**src/rtl/demux1_3_tdm.sv**
```systemverilog
// demux1_3_tdm: registered 1-to-3 TDM demultiplexer with frame sync and misalignment flag
module demux1_3_tdm #(
  parameter int WIDTH = 1
) (
  input  logic             clk,
  input  logic             rst_n,
  input  logic [WIDTH-1:0] din,
  input  logic             en,
  input  logic             sync,
  output logic [WIDTH-1:0] q0,
  output logic [WIDTH-1:0] q1,
  output logic [WIDTH-1:0] q2,
  output logic             frame_valid,
  output logic             sync_err,
  output logic [1:0]       slot
);
  typedef enum logic {IDLE, RUN} state_t;
  state_t state_q, state_d;
  logic [WIDTH-1:0] s0_q, s0_d, s1_q, s1_d, q0_q, q0_d, q1_q, q1_d, q2_q, q2_d;
  logic [1:0] slot_q, slot_d;
  logic fv_q, fv_d, se_q, se_d;
  always_ff @(posedge clk or negedge rst_n)
    if (!rst_n) begin
      state_q <= IDLE;
      s0_q    <= '0;
      s1_q    <= '0;
      q0_q    <= '0;
      q1_q    <= '0;
      q2_q    <= '0;
      slot_q  <= 2'd0;
      fv_q    <= 1'b0;
      se_q    <= 1'b0;
    end else begin
      state_q <= state_d;
      s0_q    <= s0_d;
      s1_q    <= s1_d;
      q0_q    <= q0_d;
      q1_q    <= q1_d;
      q2_q    <= q2_d;
      slot_q  <= slot_d;
      fv_q    <= fv_d;
      se_q    <= se_d;
    end
  always_comb begin
    state_d = state_q;
    s0_d    = s0_q;
    s1_d    = s1_q;
    q0_d    = q0_q;
    q1_d    = q1_q;
    q2_d    = q2_q;
    slot_d  = slot_q;
    fv_d    = 1'b0;
    se_d    = 1'b0;
    if (en && sync) begin
      // a sync landing on a partial frame drops it and restarts at slot 0
      s0_d    = din;
      slot_d  = 2'd1;
      state_d = RUN;
      se_d    = (state_q == RUN) && (slot_q != 2'd0);
    end else if (en && state_q == RUN) begin
      if (slot_q == 2'd0) begin
        s0_d   = din;
        slot_d = 2'd1;
      end else if (slot_q == 2'd1) begin
        s1_d   = din;
        slot_d = 2'd2;
      end else begin
        q0_d   = s0_q;
        q1_d   = s1_q;
        q2_d   = din;
        fv_d   = 1'b1;
        slot_d = 2'd0;
      end
    end
  end
  assign q0          = q0_q;
  assign q1          = q1_q;
  assign q2          = q2_q;
  assign frame_valid = fv_q;
  assign sync_err    = se_q;
  assign slot        = slot_q;
endmodule
```
**config.mk**
```make
export PLATFORM = sky130hd
export DESIGN_NAME = demux1_3_tdm
export DESIGN_NICKNAME = d
export VERILOG_FILES = /design/src/rtl/demux1_3_tdm.sv
export SDC_FILE = /design/constraint.sdc
export NUM_CORES = 1
export LEC_CHECK = 0
export ABC_AREA = 1
export BUFFER_PORTS_ARGS = -buffer_cell sky130_fd_sc_hd__buf_2
export CORE_MARGIN = 8
export CORE_UTILIZATION = 30
export CTS_CLUSTER_SIZE = 12
export DETAILED_ROUTE_END_ITERATION = 8
export GPL_ROUTABILITY_DRIVEN = 0
export HOLD_SLACK_MARGIN = 0.06
export PLACE_DENSITY = 0.62
export REMOVE_ABC_BUFFERS = 1
export SLEW_MARGIN = 0
export SYNTH_ARGS = -nofsm -noshare
export SYNTH_HDL_FRONTEND = slang
export SYNTH_SLANG_ARGS = --single-unit
```
**constraint.sdc**
```tcl
create_clock -name clk -period 2.75 [get_ports clk]
set_clock_uncertainty 0.15 [all_clocks]
set_input_delay 0.4125 -clock clk [delete_from_list [all_inputs] [get_ports clk]]
set_output_delay 0.4125 -clock clk [all_outputs]
set_load 0.01 [all_outputs]
```
==> results of run 1 <==
synth_stat cells:
| cell type | n | area (um^2) |
|---|---|---|
| nand2_2 | 2 | 12.5 |
| nor2_4 | 1 | 11.3 |
| o21ai_1 | 1 | 5.00 |
| dfrtp_1 | 10 | 250 |
| buf_2 | 1 | 5.00 |
| inv_1 | 4 | 15.0 |
| nand2_1 | 16 | 60.1 |
| nand3_1 | 8 | 40.0 |
| nor2_2 | 1 | 6.26 |
| nor3_1 | 1 | 5.00 |
| nor2_1 | 1 | 3.75 |
state kept, by name, summed over array words and instances, names as in the netlist:
name and count:
q2 1, frame_valid 1, s1_q 1, slot 2
sync_err 1, q0 1, s0_q 1, q1 1
state_q 1
metrics by stage:
stage               hold slack, ns  setup slack, ns
finish                       0.273             1.22
global route                 0.284             1.17
CTS                          0.268             1.21
detailed placement           0.135             1.51
global placement             0.132             1.50
floorplan                  -0.0331             1.69
cell families (layout without fill, tap and decap cells):
| kind of cell | Yosys count | count (layout) | share of synthesized area (%) |
|---|---|---|---|
| AND/OR/NAND/NOR | 30 | 30 | 33.5 |
| flip-flops | 10 | 10 | 60.4 |
| buffers and inverters | 5 | 20 | 4.83 |
| AO/OA/AOI/OAI | 1 | 1 | 1.21 |
layer usage:
layer  vias to the layer above  global-route usage [%]  wire length [um]
met2                         7                    9.38               343
met1                       151                    7.94               344
met5                         -                       0                 0
met4                         0                    5.04                 9
met3                         2                    4.20                73
li1                        173                       -                 -
area by class of cell:
| cell class | instances | area, um^2 | area share (%) |
|---|---|---|---|
| flip-flops and latches | 10 | 250 | 47.3 |
| multi-input cells | 31 | 144 | 27.2 |
| repair buffers | 12 | 65.1 | 12.3 |
| clock buffers | 4 | 36.3 | 6.86 |
| well taps | 15 | 18.8 | 3.55 |
| inverters | 4 | 15.0 | 2.84 |
power by group:
part	internal (mW)	leakage, nW	switching, mW
registers	0.176	0.124	0.0185
clock network	0.0804	0.0210	0.0519
logic	0.0337	0.163	0.0459
total	0.290	0.308	0.116
final timing paths:
check / end / depth (start not counted) / slack [ns] / startpoint
min: s0_q / 3 / 0.27 / din
min in group asynchronous: slot[0] / 2 / 0.37 / rst_n
max in group asynchronous: q2 / 2 / 1.90 / rst_n
min reg2reg: q0 / 2 / 0.32 / q0
max reg2reg: s1_q / 4 / 1.63 / slot[1]
max: slot[1] / 1 / 1.22 / slot[1]
worst reg2reg max path: cells and delay by family (launching register included):
kind             cells  cell delay [ns]
and+or+nand+nor      4             0.39
DFF                  1             0.48
timing repair:
action	4_1_cts	5_1_grt
setup endpoints to repair	0	0
hold buffers	1	0
endpoints found under the hold margin	10	0
==> impl_results.md, run 1 <==
* Max Cap Viol at 0
* # rows at 13
* Placed cells at 71
* CORE AREA at 1300 um^2
* Minimum clock period at ~1.5 ns
* Critical Path Max Stage Delay at a little over 0.5 ns
* CP bufs+invs at 1
* Hold Path Class: in2reg
* CTS root buf: clkbuf_4
* Initial Util at a little under a third
* Total CTS buffers at 3
* PortBufs at 11
* Grt total ovfl at 0
* H-tree Lvls at 1
* CP Capture Type: primary output
* WL final at a little under 800 um
* Final Hold Fails at 0
* Initial DRC Count at 7
* Post-route setup TNS at 0 ns
* First-pass GRT wire length at roughly 1400 um
* Clock Sinks at 10
* Average wire per standard cell at slightly above 10 um
* Total power at about 0.4 mW
* Layout cell share with drive strength beyond 1 at a little under a third
* Post-CTS Resized at 0
* Post-route cell area at roughly 530 um^2
* Core Util, Final at around two fifths
* Worst-Skew Late Latency at around 0.26 ns
* Boundary Pins at 12
* Synth warn at 0
* Setup Fix Bufs, Post-CTS at 0
* Max Clk Rate at 0.652 GHz
* Via/cell ratio at 4.38
* Slew margin rel. at about four fifths
* Peak VDD IR at between 300 and 400 uV
* Power per cell area at 768 nW/um^2
* Tcrit/Tclk final at 55.7%
* WP data arrival at 0.97 ns
* Final setup violation count at 0
* Cell Area, Synth at a little over 400 um^2
* FF+latch count, synth at 10
* Syn_area_per_cell at 9.00 um^2
* Reg clk slew, reported paths at around 0.07 ns
* CP Class: reg2out
* RSZ-0062 raised after global routing: no
* Maximum clock path buffer count at 2
* Die Wd at 53.2 um
* DP Area at approximately 480 um^2
* Status: complete, no violations
* # nets final at 67
* Cell variety after synth at 11
* Largest net degree at the start of global routing at 11
* DRT antenna net count at 0
* Router iterations before antenna repair at 4
* Commonest non-fill, non-tap cell in the layout: nand2_1
* Worst-path fanout max at 9
* Die height at roughly 53 um
* Crit start category: register
* Initial antenna violation count at 0
* Drc violations at 0
* Layout area overhead at 27.8%
* DR vias at ~330
* Slew Viols, Final at 0
* Worst Path Required at approximately 2.2 ns
* Final Non-Filler Cells at 76
* CP Cell Sequence: buf_2
* Tightest Pin Transition at 0.297 ns
* CP max stage cell: dfrtp_1
* Synth Instances at between 40 and 50
* Delay-heaviest family, CP: flip-flops
* CTS tree: yes
* Fill cells at between 100 and 150
* Post-synthesis sequential area ratio at 60.4%
* Leak at between 0.3 and 0.4 nW
* Commonest cells after routing, fill and taps aside: 16 x nand2_1, 11 x buf_2, 10 x dfrtp_1
* Vias in the first global route at approximately 330
* Diodes inserted at 0
* GRT Util Overall at 7.00%
* Die area at about 2800 um^2
Power figures use the tool's default switching activity.
==> run 2, diff against run 1 <==
==> constraint.sdc (replaced) <==
create_clock -name clk -period 1.6 [get_ports clk]
set_clock_uncertainty 0.15 [all_clocks]
set_input_delay 0.24 -clock clk [delete_from_list [all_inputs] [get_ports clk]]
set_output_delay 0.24 -clock clk [all_outputs]
set_load 0.01 [all_outputs]
==> run 2 against run 1 <==
Sequential cell count stayed put. Critical endpoint unchanged. Setup slack got worse by 0.97 ns. Non-clock buffer count unchanged. Routed wire length up 14%. Utilization unchanged. Sequential share of layout area did not move. Hold slack lost 0.18 ns. Critical path type unchanged. Sequential power increased by 73%. Register-to-register slack got worse by 1.1 ns. Via count rose by 1.5%. Final cell count did not move.
==> impl_results.md, run 2 (synthesis results as in run 1) <==
* DR vias at 338 (+1.5%)
* Grt total ovfl at 0 (unchanged)
* Status: complete, no violations
* First-pass GRT wire length at 1470 um (+1.9%)
* Min-delay src: din
* Boundary Pins at 12 (unchanged)
* Die area at 2830 um^2 (unchanged)
* Initial antenna violation count at 0 (unchanged)
* Reg clk slew, reported paths at 0.07 ns (about the same)
* Initial DRC Count at 9 (+2)
* DRT antenna net count at 0 (unchanged)
* Hold Path Class: in2reg
* Setup Fix Bufs, Post-CTS at 0 (unchanged)
* CP Cell Sequence: buf_2
* Leak at 0.308 nW (unchanged)
* Worst Path Required at 1.21 ns (-0.98 ns)
* Clock Sinks at 10 (unchanged)
* Reg2reg end: q1
* Final Hold Fails at 0 (unchanged)
* Logic gate share of total power at 19.7% (about the same)
* WP depth at 1 (unchanged)
* Diodes inserted at 0 (unchanged)
* Router iterations before antenna repair at 4 (unchanged)
* Worst-Skew Late Latency at 0.27 ns (about the same)
* Die Wd at 53.2 um (unchanged)
* PortBufs at 11 (unchanged)
* CP Capture Type: primary output
* CP max stage cell: dfrtp_1
* Tightest Pin Transition at 0.288 ns (-0.00902 ns)
* H-tree Lvls at 1 (unchanged)
* Minimum clock period at 1.36 ns
* Initial Util at 31.8% (unchanged)
* Final setup violation count at 0 (unchanged)
* Tcrit/Tclk final at roughly 85%
* Max Cap Viol at 0 (unchanged)
* # rows at 13 (unchanged)
* CP bufs+invs at 1 (unchanged)
* RSZ-0062 raised after global routing: no
* CORE AREA at 1300 um^2 (unchanged)
* Worst Hold Slack at 0.0896 ns (-0.183 ns)
* Post-route setup TNS at 0 ns (unchanged)
* Layout cell share with drive strength beyond 1 at 31.1% (unchanged)
* Via/cell ratio at 4.45 (+1.5%)
* WL final at 877 um (+14%)
* Total CTS buffers at 3 (unchanged)
* Slew Viols, Final at 0 (unchanged)
* Maximum clock path buffer count at 2 (unchanged)
* Layout area overhead at 27.8% (unchanged)
* Worst-path fanout max at 9 (unchanged)
* R2R setup slack at 0.49 ns (-1.14 ns)
* Drc violations at 0 (unchanged)
* Hold Path Depth at 3 (unchanged)
* Sw Ratio at 28.9% (+0.23 points)
* Largest net degree at the start of global routing at 11 (unchanged)
* R2R depth at 5 (+1)
* Clock share of power at 32.6% (about the same)
* WP data arrival at 0.97 ns (about the same)
* CTS root buf: clkbuf_4
* Dpl hpwl at 644 um
* Dpl ws at 0.505 ns (-1.00 ns)
* Setup ws final at 0.245 ns (-0.972 ns)
* Delay-heaviest family, CP: flip-flops
* Commonest non-fill, non-tap cell in the layout: nand2_1
* GRT Util Overall at 7.68% (+0.69 points)
* CP Class: reg2out
* Internal power at 0.499 mW (+72%)
* Crit Reg-Reg Startpoint: state_q
* Power per cell area at 1320 nW/um^2 (+73%)
* # nets final at 67 (unchanged)
* Vias in the first global route at 333 (+0.30%)
* Switch Pwr at 0.202 mW (+74%)
* Peak VDD IR at 640 uV (+79%)
* Die height at 53.2 um (unchanged)
* Largest register FFs at 2 (unchanged)
* Average wire per standard cell at 11.5 um (+14%)
* CTS tree: yes
* WHS Endpoint: q2
* Critical Path Max Stage Delay at 0.51 ns (about the same)
* Max Clk Rate at around 0.74 GHz
* Crit start category: register
* Total power at 0.701 mW (+73%)
* Reg power frac at 47.7% (-0.2 points)
* Slew margin rel. at 80.8% (+0.60 points)
* Commonest cells after routing, fill and taps aside: 16 x nand2_1, 11 x buf_2, 10 x dfrtp_1
[run 2: cell counts in the layout (fill, tap and decap cells not counted)]
Identical to the previous run, type by type.
[run 2: through the flow]
step	std cells	cell area (um^2)	utilization (%)
global route	76	529	40.7
global placement	71	483	37.1
detailed placement	71	483	37.1
finish	76	529	40.7
CTS	76	529	40.7
floorplan	45	409	-
[run 2: how the worst max path moves through the flow]
stage	start	end
after CTS	slot[1]	slot[1]
after floorplan	slot[1]	s1_q
final	slot[1]	slot[1]
after global placement	state_q	q1
after global routing	slot[1]	slot[1]
after detailed placement	state_q	q1
[run 2: power by group through the flow]
stage | logic [mW] | registers, mW | clock network, mW
global route | 0.158 | 0.343 | 0.249
floorplan | 0.0575 | 0.356 | 0
finish | 0.138 | 0.335 | 0.228
CTS | 0.143 | 0.335 | 0.241
detailed placement | 0.141 | 0.340 | 0
global placement | 0.138 | 0.339 | 0
[run 2: final cells by class]
| cell class | instances | area [um^2] |
|---|---|---|
| Fill cell | 145 | 772 |
| Sequential cell | 10 | 250 |
| Multi-Input combinational cell | 31 | 144 |
| Timing Repair Buffer | 12 | 65.1 |
| Clock buffer | 4 | 36.3 |
| Tap cell | 15 | 18.8 |
| Inverter | 4 | 15.0 |
[run 2: timing repair]
action,4_1_cts,5_1_grt
hold endpoints to repair,10,0
resized for setup,0,0
hold buffers,1,0
[run 2: per-layer routing]
metal	GRT usage, %	part of all wire (%)	vias up
li1	-	-	177
met1	7.32	39	148
met2	11.5	48	8
met3	5.60	9.5	5
met4	5.04	3.1	0
met5	0	0	-
==> run 3, diff against run 2 <==
==> constraint.sdc (replaced) <==
create_clock -name clk -period 1.36 [get_ports clk]
set_clock_uncertainty 0.15 [all_clocks]
set_input_delay 0.204 -clock clk [delete_from_list [all_inputs] [get_ports clk]]
set_output_delay 0.204 -clock clk [all_outputs]
set_load 0.01 [all_outputs]
==> run 3 against run 2 <==
Clock power rose by 17%. Final cell count rose by 1.3%. Non-clock buffer count is 1 higher. Sequential power grew 18%. Setup slack worse by 0.13 ns. Routed wire length fell by 1.5%. Register-to-register slack got worse by 0.23 ns. Via count shrank 0.30%. Critical endpoint unchanged. Largest power group unchanged. Hold slack gained 0.0028 ns.
==> impl_results.md, run 3 (synthesis results as in run 1) <==
* Status: complete, no violations
* Total CTS buffers at 3 (unchanged)
* GRT Util Overall at 7.57% (-0.11 points)
* CORE AREA at 1300 um^2 (unchanged)
* Die area at 2830 um^2 (unchanged)
* Internal power at 0.589 mW (+18%)
* Leak at 0.310 nW (+0.89%)
* Layout cell share with drive strength beyond 1 at 32.3% (+1.1 points)
* Commonest non-fill, non-tap cell in the layout: nand2_1
* H-tree Lvls at 1 (unchanged)
* Worst-path fanout max at 9 (unchanged)
* Minimum clock period at 1.25 ns
* Initial antenna violation count at 0 (unchanged)
* Fill cells at 149 (+2.8%)
* Final setup violation count at 0 (unchanged)
* # rows at 13 (unchanged)
* Boundary Pins at 12 (unchanged)
* CP Cell Sequence: buf_2
* WP depth at 1 (unchanged)
* PortBufs at 11 (unchanged)
* DRT antenna net count at 0 (unchanged)
* Maximum clock path buffer count at 2 (unchanged)
* Largest net degree at the start of global routing at 11 (unchanged)
* Tcrit/Tclk final at between 90% and 100%
* Power per cell area at 1530 nW/um^2 (+15%)
* WL final at 864 um (-1.5%)
* Hold Path Depth at 4 (+1)
* Peak VDD IR at 722 uV (+13%)
* Critical Path Max Stage Delay at 0.47 ns (-0.04 ns)
* Setup Fix Bufs, Post-CTS at 0 (unchanged)
* Via/cell ratio at 4.38 (-1.6%)
* Clock Sinks at 10 (unchanged)
* Logic gate share of total power at 19.9% (+0.2 points)
* Worst-Skew Late Latency at 0.27 ns (about the same)
* DR vias at 337 (-0.30%)
* Worst Path Required at 1.01 ns (-0.20 ns)
* CP max stage cell: dfrtp_2
* Post-route setup TNS at 0 ns (unchanged)
* Crit start category: register
* Switch Pwr at 0.236 mW (+17%)
* Die Wd at 53.2 um (unchanged)
* CP Class: reg2out
* Drc violations at 0 (unchanged)
* Commonest cells after routing, fill and taps aside: 16 x nand2_1, 11 x buf_2, 9 x dfrtp_1
* Clock share of power at 32.4% (-0.2 points)
* CTS tree: yes
* Sw Ratio at 28.6% (-0.25 points)
* Delay-heaviest family, CP: flip-flops
* Max Cap Viol at 0 (unchanged)
* Grt total ovfl at 0 (unchanged)
* Diodes inserted at 0 (unchanged)
* # nets final at 68 (+1.5%)
* Dpl hpwl at 632 um (-1.8%)
* Router iterations before antenna repair at 4 (unchanged)
* CTS root buf: clkbuf_4
* First-pass GRT wire length at 1450 um (-1.4%)
* Total power at 0.826 mW (+18%)
* Final Hold Fails at 0 (unchanged)
* Slew margin rel. at 84.5% (+3.7 points)
* Reg power frac at 47.8% (about the same)
* CP bufs+invs at 1 (unchanged)
* Average wire per standard cell at 11.2 um (-2.8%)
* RSZ-0062 raised after global routing: no
* Tightest Pin Transition at 0.230 ns (-0.0572 ns)
* Largest register FFs at 2 (unchanged)
* Die height at 53.2 um (unchanged)
* Hold Path Class: in2reg
* Reg clk slew, reported paths at 0.07 ns (about the same)
* Max Clk Rate at around 0.80 GHz
* Layout area overhead at 30.5%
* WP data arrival at 0.90 ns (-0.07 ns)
* Vias in the first global route at 328 (-1.5%)
* Slew Viols, Final at 0 (unchanged)
* Initial Util at 31.8% (unchanged)
* CP Capture Type: primary output
* Initial DRC Count at 5 (-4)
* R2R depth at 5 (unchanged)
[run 3: cell count changes in the layout (fill, tap and decap cells not counted), sizes merged]
cell	previous run	this run
dlygate4sd3	1	2
[run 3: layout make-up]
type,count,area (um^2),area share [%]
multi-input combinational,31,144,26.6
sequential,10,251,46.5
timing repair buffer,13,75.1,13.9
tap,15,18.8,3.47
clock buffer,4,36.3,6.71
inverter,4,15.0,2.78
[run 3: repair_timing]
item	4_1_cts	5_1_grt
hold buffers	2	0
hold endpoints to repair	13	0
endpoints found under the setup margin	0	1
gates resized for setup	0	1
[run 3: per-layer routing]
layer | wire length [um] | vias up | global-route usage (%)
li1 | - | 176 | -
met1 | 333 | 149 | 6.99
met2 | 414 | 8 | 11.5
met3 | 89 | 4 | 5.60
met4 | 27 | 0 | 5.04
met5 | 0 | - | 0
[run 3: power by group through the flow]
| stage | Clock (mW) | Sequential [mW] | Combinational, mW |
|---|---|---|---|
| 6_report | 0.267 | 0.394 | 0.164 |
| 5_1_grt | 0.291 | 0.404 | 0.189 |
| 4_1_cts | 0.282 | 0.394 | 0.170 |
| 3_5_place_dp | 0 | 0.401 | 0.164 |
| 3_3_place_gp | 0 | 0.398 | 0.162 |
| 2_1_floorplan | 0 | 0.419 | 0.0677 |
[run 3: worst register-to-register path, stage by stage, from the launching register on]
cell     delay (ns)
dfrtp_1        0.37
nand2_2        0.11
nor2_4         0.15
nand2_1        0.09
nand2_1        0.07
nand2_1        0.05
[run 3: path summary, 6_finish.rpt]
| check | startpoint | to | slack, ns |
|---|---|---|---|
| min | sync | q2 | 0.09 |
| max in group asynchronous | rst_n | slot[1] | 0.67 |
| min reg2reg | q1 | q1 | 0.31 |
| min in group asynchronous | rst_n | s1_q | 0.19 |
| max | slot[1] | slot[1] | 0.11 |
| max reg2reg | state_q | s1_q | 0.26 |
[run 3: stage by stage]
stage | utilization, % | cell area (um^2) | hold slack [ns] | setup slack, ns | instances
detailed placement | 37.1 | 483 | -0.0732 | 0.258 | 71
global placement | 37.1 | 483 | -0.0763 | 0.274 | 71
floorplan | - | 409 | -0.242 | 0.295 | 45
global route | 41.5 | 541 | 0.112 | 0.0793 | 77
finish | 41.5 | 541 | 0.0925 | 0.110 | 77
CTS | 41.4 | 539 | 0.0845 | 0.0252 | 77
